File: src/rtl/pwm_decode.sv
// PWM receiver: synchronises an asynchronous PWM line and measures its period and high time.
// It decodes a brightness value and flags a stuck line by timeout.
module pwm_decode #(
  parameter int BITS       = 8,
  parameter int SYNC       = 2,
  parameter int MAX_PERIOD = 511
) (
  input  logic            clk,
  input  logic            reset_n,
  input  logic            in,
  output logic [BITS-1:0] bright,
  output logic [BITS:0]   high_count,
  output logic [BITS:0]   period,
  output logic            valid,
  output logic            locked,
  output logic            timeout
);

  localparam int CW = BITS + 1;
  localparam int WW = $clog2(SYNC + 2);
  localparam logic [CW-1:0] MAX_CNT   = CW'(MAX_PERIOD);
  localparam logic [WW-1:0] WARM_DONE = WW'(SYNC + 1);

  typedef enum logic [1:0] {
    IDLE    = 2'd0,
    MEASURE = 2'd1,
    STUCK   = 2'd2
  } state_t;

  state_t          state;
  state_t          state_nxt;

  logic [SYNC-1:0] sync_p0;
  logic            s_prev_p1;
  logic [WW-1:0]   warm;
  logic            warmed;
  logic            s;
  logic            rise;
  logic            at_limit;

  logic            cnt_clr;
  logic            cnt_run;
  logic            meas_load;
  logic            tout_load;

  logic [CW-1:0]   cnt;
  logic [CW-1:0]   hi;

  // A high time of 2^BITS or more cannot be shown in BITS bits, so it pins to full scale.
  function automatic logic [BITS-1:0] sat_bright(input logic [CW-1:0] h);
    return h[BITS] ? {BITS{1'b1}} : h[BITS-1:0];
  endfunction

  function automatic logic [BITS-1:0] stuck_bright(input logic level);
    return level ? {BITS{1'b1}} : {BITS{1'b0}};
  endfunction

  function automatic logic [CW-1:0] stuck_high(input logic level);
    return level ? MAX_CNT : {CW{1'b0}};
  endfunction

  // ---- stage p0: synchroniser chain ----
  always_ff @(posedge clk or negedge reset_n) begin
    if (!reset_n) begin
      sync_p0 <= '0;
    end else begin
      sync_p0 <= {sync_p0[SYNC-2:0], in};
    end
  end

  assign s = sync_p0[SYNC-1];

  // ---- stage p1: delayed sample and warm-up gate for edge detect ----
  always_ff @(posedge clk or negedge reset_n) begin
    if (!reset_n) begin
      s_prev_p1 <= 1'b0;
    end else begin
      s_prev_p1 <= s;
    end
  end

  // The chain resets to 0, so a line already high at reset would look like an edge without this gate.
  always_ff @(posedge clk or negedge reset_n) begin
    if (!reset_n) begin
      warm <= '0;
    end else if (!warmed) begin
      warm <= warm + WW'(1);
    end
  end

  assign warmed   = (warm == WARM_DONE);
  assign rise     = s & ~s_prev_p1 & warmed;
  assign at_limit = (cnt == MAX_CNT);

  always_ff @(posedge clk or negedge reset_n) begin
    if (!reset_n) begin
      state <= IDLE;
    end else begin
      state <= state_nxt;
    end
  end

  always_comb begin
    state_nxt = state;
    case (state)
      IDLE, MEASURE: begin
        if (rise) begin
          state_nxt = MEASURE;
        end else if (at_limit) begin
          state_nxt = STUCK;
        end
      end
      STUCK: begin
        if (rise) begin
          state_nxt = MEASURE;
        end
      end
      default: state_nxt = IDLE;
    endcase
  end

  // Counters freeze on the timeout cycle and in STUCK, so cnt never passes MAX_CNT.
  always_comb begin
    cnt_clr   = rise;
    cnt_run   = 1'b0;
    meas_load = 1'b0;
    tout_load = 1'b0;
    case (state)
      IDLE: begin
        cnt_run   = ~at_limit;
        tout_load = ~rise & at_limit;
      end
      MEASURE: begin
        cnt_run   = ~at_limit;
        meas_load = rise;
        tout_load = ~rise & at_limit;
      end
      default: begin
        cnt_run = 1'b0;
      end
    endcase
  end

  // ---- stage p2: period and high-time counters ----
  always_ff @(posedge clk or negedge reset_n) begin
    if (!reset_n) begin
      cnt <= '0;
      hi  <= '0;
    end else if (cnt_clr) begin
      cnt <= CW'(1);
      hi  <= CW'(1);
    end else if (cnt_run) begin
      cnt <= cnt + CW'(1);
      hi  <= hi + CW'(s);
    end
  end

  // ---- stage p3: result registers, updated together with the valid strobe ----
  always_ff @(posedge clk or negedge reset_n) begin
    if (!reset_n) begin
      valid      <= 1'b0;
      period     <= '0;
      high_count <= '0;
      bright     <= '0;
    end else begin
      valid <= meas_load | tout_load;
      if (meas_load) begin
        period     <= cnt;
        high_count <= hi;
        bright     <= sat_bright(hi);
      end else if (tout_load) begin
        period     <= '0;
        high_count <= stuck_high(s);
        bright     <= stuck_bright(s);
      end
    end
  end

  always_ff @(posedge clk or negedge reset_n) begin
    if (!reset_n) begin
      locked  <= 1'b0;
      timeout <= 1'b0;
    end else if (rise) begin
      locked  <= 1'b1;
      timeout <= 1'b0;
    end else if (tout_load) begin
      locked  <= 1'b0;
      timeout <= 1'b1;
    end
  end

endmodule

File: config.mk
export PLATFORM = sky130hd
export DESIGN_NAME = pwm_decode
export DESIGN_NICKNAME = d
export VERILOG_FILES = /design/src/rtl/pwm_decode.sv
export SDC_FILE = /design/constraint.sdc
export NUM_CORES = 1
export LEC_CHECK = 0
export ABC_AREA = 1
export CAP_MARGIN = 20
export CORE_MARGIN = 2
export CORE_UTILIZATION = 49
export DETAILED_ROUTE_END_ITERATION = 12
export PLACE_DENSITY_LB_ADDON = 0.3
export SYNTH_ARGS = -nofsm -noshare
export SYNTH_HDL_FRONTEND = slang
export SYNTH_SLANG_ARGS = --single-unit
File: constraint.sdc
create_clock -name clk -period 1.8 [get_ports clk]
set_input_delay 0.18 -clock clk [delete_from_list [all_inputs] [get_ports clk]]
set_output_delay 0.18 -clock clk [all_outputs]
set_load 0.02 [all_outputs]
==> metrics.csv <==
stage,metric,value,unit
status,outcome,"finished, violations left",
status,failing checks,negative hold slack,
worst_setup_path,Worst Setup SP,cnt[0],
cells_and_area,area grow syn2layout,27.0,%
cells_and_area,final non-filler cell area,0.00325,mm^2
yosys,sequential-to-total area share from yosys stat,0.529,
grt,vias in the first global route,2043,
timing,clock skew,0.00679,ns
cts,number of CTS-inserted buffers,5,
yosys,Synth Cell Area,0.00256,mm^2
cts,Clock transition at path regs,0.10,ns
yosys,top_reg_cell synth,dfrtp_1,
grt,total grt overflow,0,
worst_setup_path,Reg2Reg Depth,10,
floorplanning,# rows,26,
worst_setup_path,Setup crit end,period[8],
routing,vias,2108,
placement,Placer Congestion,0.880,
placement,Place WS,-0.0615,ns
floorplanning,Die W,76.2,um
timing,Final WS setup,0.108,ns
power,Leakage,1.68,nW
worst_setup_path,"Slowest-stage cell, CP",dfrtp_1,
worst_setup_path,Setup CP Type,reg2reg,
cts,TritonCTS clock tree,built,
floorplanning,initial core utilization,0.504,
cts,Clock Tree Buf Depth,2,
yosys,post-synthesis cell type count,27,
worst_setup_path,worst reg-to-reg setup slack,0.11,ns
grt,largest net degree at the start of global routing,55,
cts,hold_buf cts,0,
cells_and_area,Final Net Count,365,
timing,"Slew Viols, Final",0,
min_path,Hold WC Path Type,in2async,
timing,min cycle time layout,1.69,ns
floorplanning,core area,0.00507,mm^2
timing,Slew HR,0.548,
cts,Root Driver,clkbuf_8,
placement,number of port buffers,31,
yosys,Mapped Avg Cell Area,8.27,um^2
floorplanning,die footprint,0.00581,mm^2
worst_setup_path,"critical path, cell by cell",ha_4 > nand3_4 > nor4_4 > ha_4 > buf_6 > nand3_4 > nand2_4 > inv_8 > nand2_1 > nand2_1,
timing,Max Fclk,591,MHz
cts,Clock Latency Late Sink,0.30,ns
worst_setup_path,worst r2r src,cnt[0],
yosys,"FFs w/ async S/R, synth",1.00,
timing,Final Hold Fails,18,
yosys,"EDFF count, synth",0,
worst_setup_path,crit-path max cell delay,0.41,ns
worst_setup_path,crit end category,register,
worst_setup_path,family with the most delay on the worst path,simple AND/OR/NAND/NOR gates,
routing,vias per cell,4.93,
routing,Total Wirelength,5.31,mm
timing,Min Hold Slack,-0.0262,ns
worst_setup_path,FF-to-FF End,period[8],
floorplanning,# IOs,32,
floorplanning,die span in y,76.2,um
power,Max VDD drop,433,uV
grt,GRT Total Usage,0.186,
yosys,syn nets,317,
cells_and_area,"most common cell after layout, fill and taps aside",nand2_1,
routing,initial DRC count,109,
cells_and_area,fraction of layout cells with a size suffix above 1,0.145,
worst_setup_path,Worst setup SP type,register,
routing,TritonRoute pass-1 iters,4,
worst_setup_path,cell count along the critical path,10,
worst_setup_path,critical-path maximum fanout,17,
timing,Slew @ Worst Pin,0.679,ns
cells_and_area,Finished Layout Cells,428,
timing,final period utilization,0.940,
yosys,synth warn,0,
placement,Placed Cells incl. Taps,415,
timing,setup TNS,0,ns
cells_and_area,filler cell count,428,
power,power density cells,977,mW/mm^2
yosys,top cell type's share of synthesized area,0.529,
routing,drt drc,0,
placement,post-detail-place hpwl,3.61,mm
routing,routed len/inst,12.4,um
worst_setup_path,Worst EP required,2.00,ns
flow_run,MaxCap Viol Count,0,
worst_setup_path,CP bufs+invs,2,
placement,Post-DP Area,0.00298,mm^2
cells_and_area,"commonest cells after routing, fill and taps aside","nand2_1, dfrtp_1, inv_1, clkdlybuf4s50_1, nand3_1",
cts,CTS H-tree lvls,2,
yosys,Yosys reg bits,54,
routing,post-route ant nets,0,
yosys,Synth area leaders,"dfrtp_1, nand2_1, inv_1, nand3_1, nor2_1",
cts,clock sink count,54,
worst_setup_path,worst path arrival time,1.89,ns
yosys,Post-Synthesis Cells,309,
timing,final setup vio count,0,
cells_and_area,n_diodes,0,
grt,first-pass GRT wire length,8.87,mm
grt,initial antenna violation count,0,
yosys,post-synth top area cell,dfrtp_1,
[repair_timing]
| action | CTS | global route |
|---|---|---|
| gates cloned | 0 | 1 |
| gates resized for setup | 4 | 24 |
| buffers inserted | 0 | 4 |
| endpoints found under the setup margin | 36 | 44 |
| pin swaps | 1 | 3 |
[logic make-up (layout without fill, tap and decap cells)]
family,Yosys count,after routing,synth area share
AO/OA/AOI/OAI,20,21,0.0450
XOR/XNOR,2,2,0.00685
flip-flops,54,54,0.529
AND/OR/NAND/NOR,188,188,0.322
adder cells (fa/ha/maj),5,5,0.0245
multiplexers,1,1,0.00440
buffers and inverters,39,87,0.0690
[synth_stat cells, types with 2 or more instances]
library cell / instances
a21oi_1: 12
buf_2: 3
buf_6: 3
dfrtp_1: 54
ha_1: 5
inv_1: 31
nand2_1: 123
nand2_2: 2
nand3_1: 17
nand3b_1: 10
nand4_1: 2
nor2_1: 21
nor2_4: 2
nor3_1: 3
o21ai_0: 5
or2_2: 4
xnor2_1: 2
[routing by layer]
layer  share of wire  GRT usage
met2            0.46      0.312
met5               0          0
met3           0.037     0.0355
met4           0.015     0.0727
met1            0.49      0.240
[report_power, final]
group	internal [W]	switching, W
clock	0.000415	0.000389
combinational	0.000395	0.000455
sequential	0.00138	0.000140
[worst min-delay path by stage]
stage          depth (start not counted)            end
3_5_place_dp                           2  high_count[3]
4_1_cts                                2          hi[6]
2_1_floorplan                          0      bright[0]
3_3_place_gp                           0     sync_p0[1]
6_report                               2  high_count[3]
5_1_grt                                2          hi[7]
[sequential cells by signal, summed over array words and instances, names as in the netlist]
signal	flops
locked	1
high_count	9
hi	9
bright	8
valid	1
timeout	1
period	9
sync_p0	2
warm	2
state	2
cnt	9
s_prev_p1	1
[stage by stage]
step,total power (W),util
detailed placement,0.00232,0.588
global route,0.00333,0.640
global placement,0.00230,0.588
finish,0.00317,0.640
floorplan,0.00194,-
CTS,0.00312,0.612
[worst register-to-register path, stage by stage, from the launching register on]
cell	delay, ns
dfrtp_1	0.41
ha_4	0.17
nand3_4	0.09
nor4_4	0.19
ha_4	0.21
buf_6	0.11
nand3_4	0.08
nand2_4	0.13
inv_8	0.07
nand2_1	0.07
nand2_1	0.05
[layout make-up]
cell class / count / area, um^2 / share of cell area
clock buffer: 6 / 72.6 / 0.0224
clock inverter: 2 / 37.5 / 0.0116
inverter: 33 / 133 / 0.0409
multi-input combinational: 217 / 1130 / 0.350
sequential: 54 / 1350 / 0.416
tap: 70 / 87.6 / 0.0270
timing repair buffer: 46 / 429 / 0.132
Power figures use the tool's default switching activity.
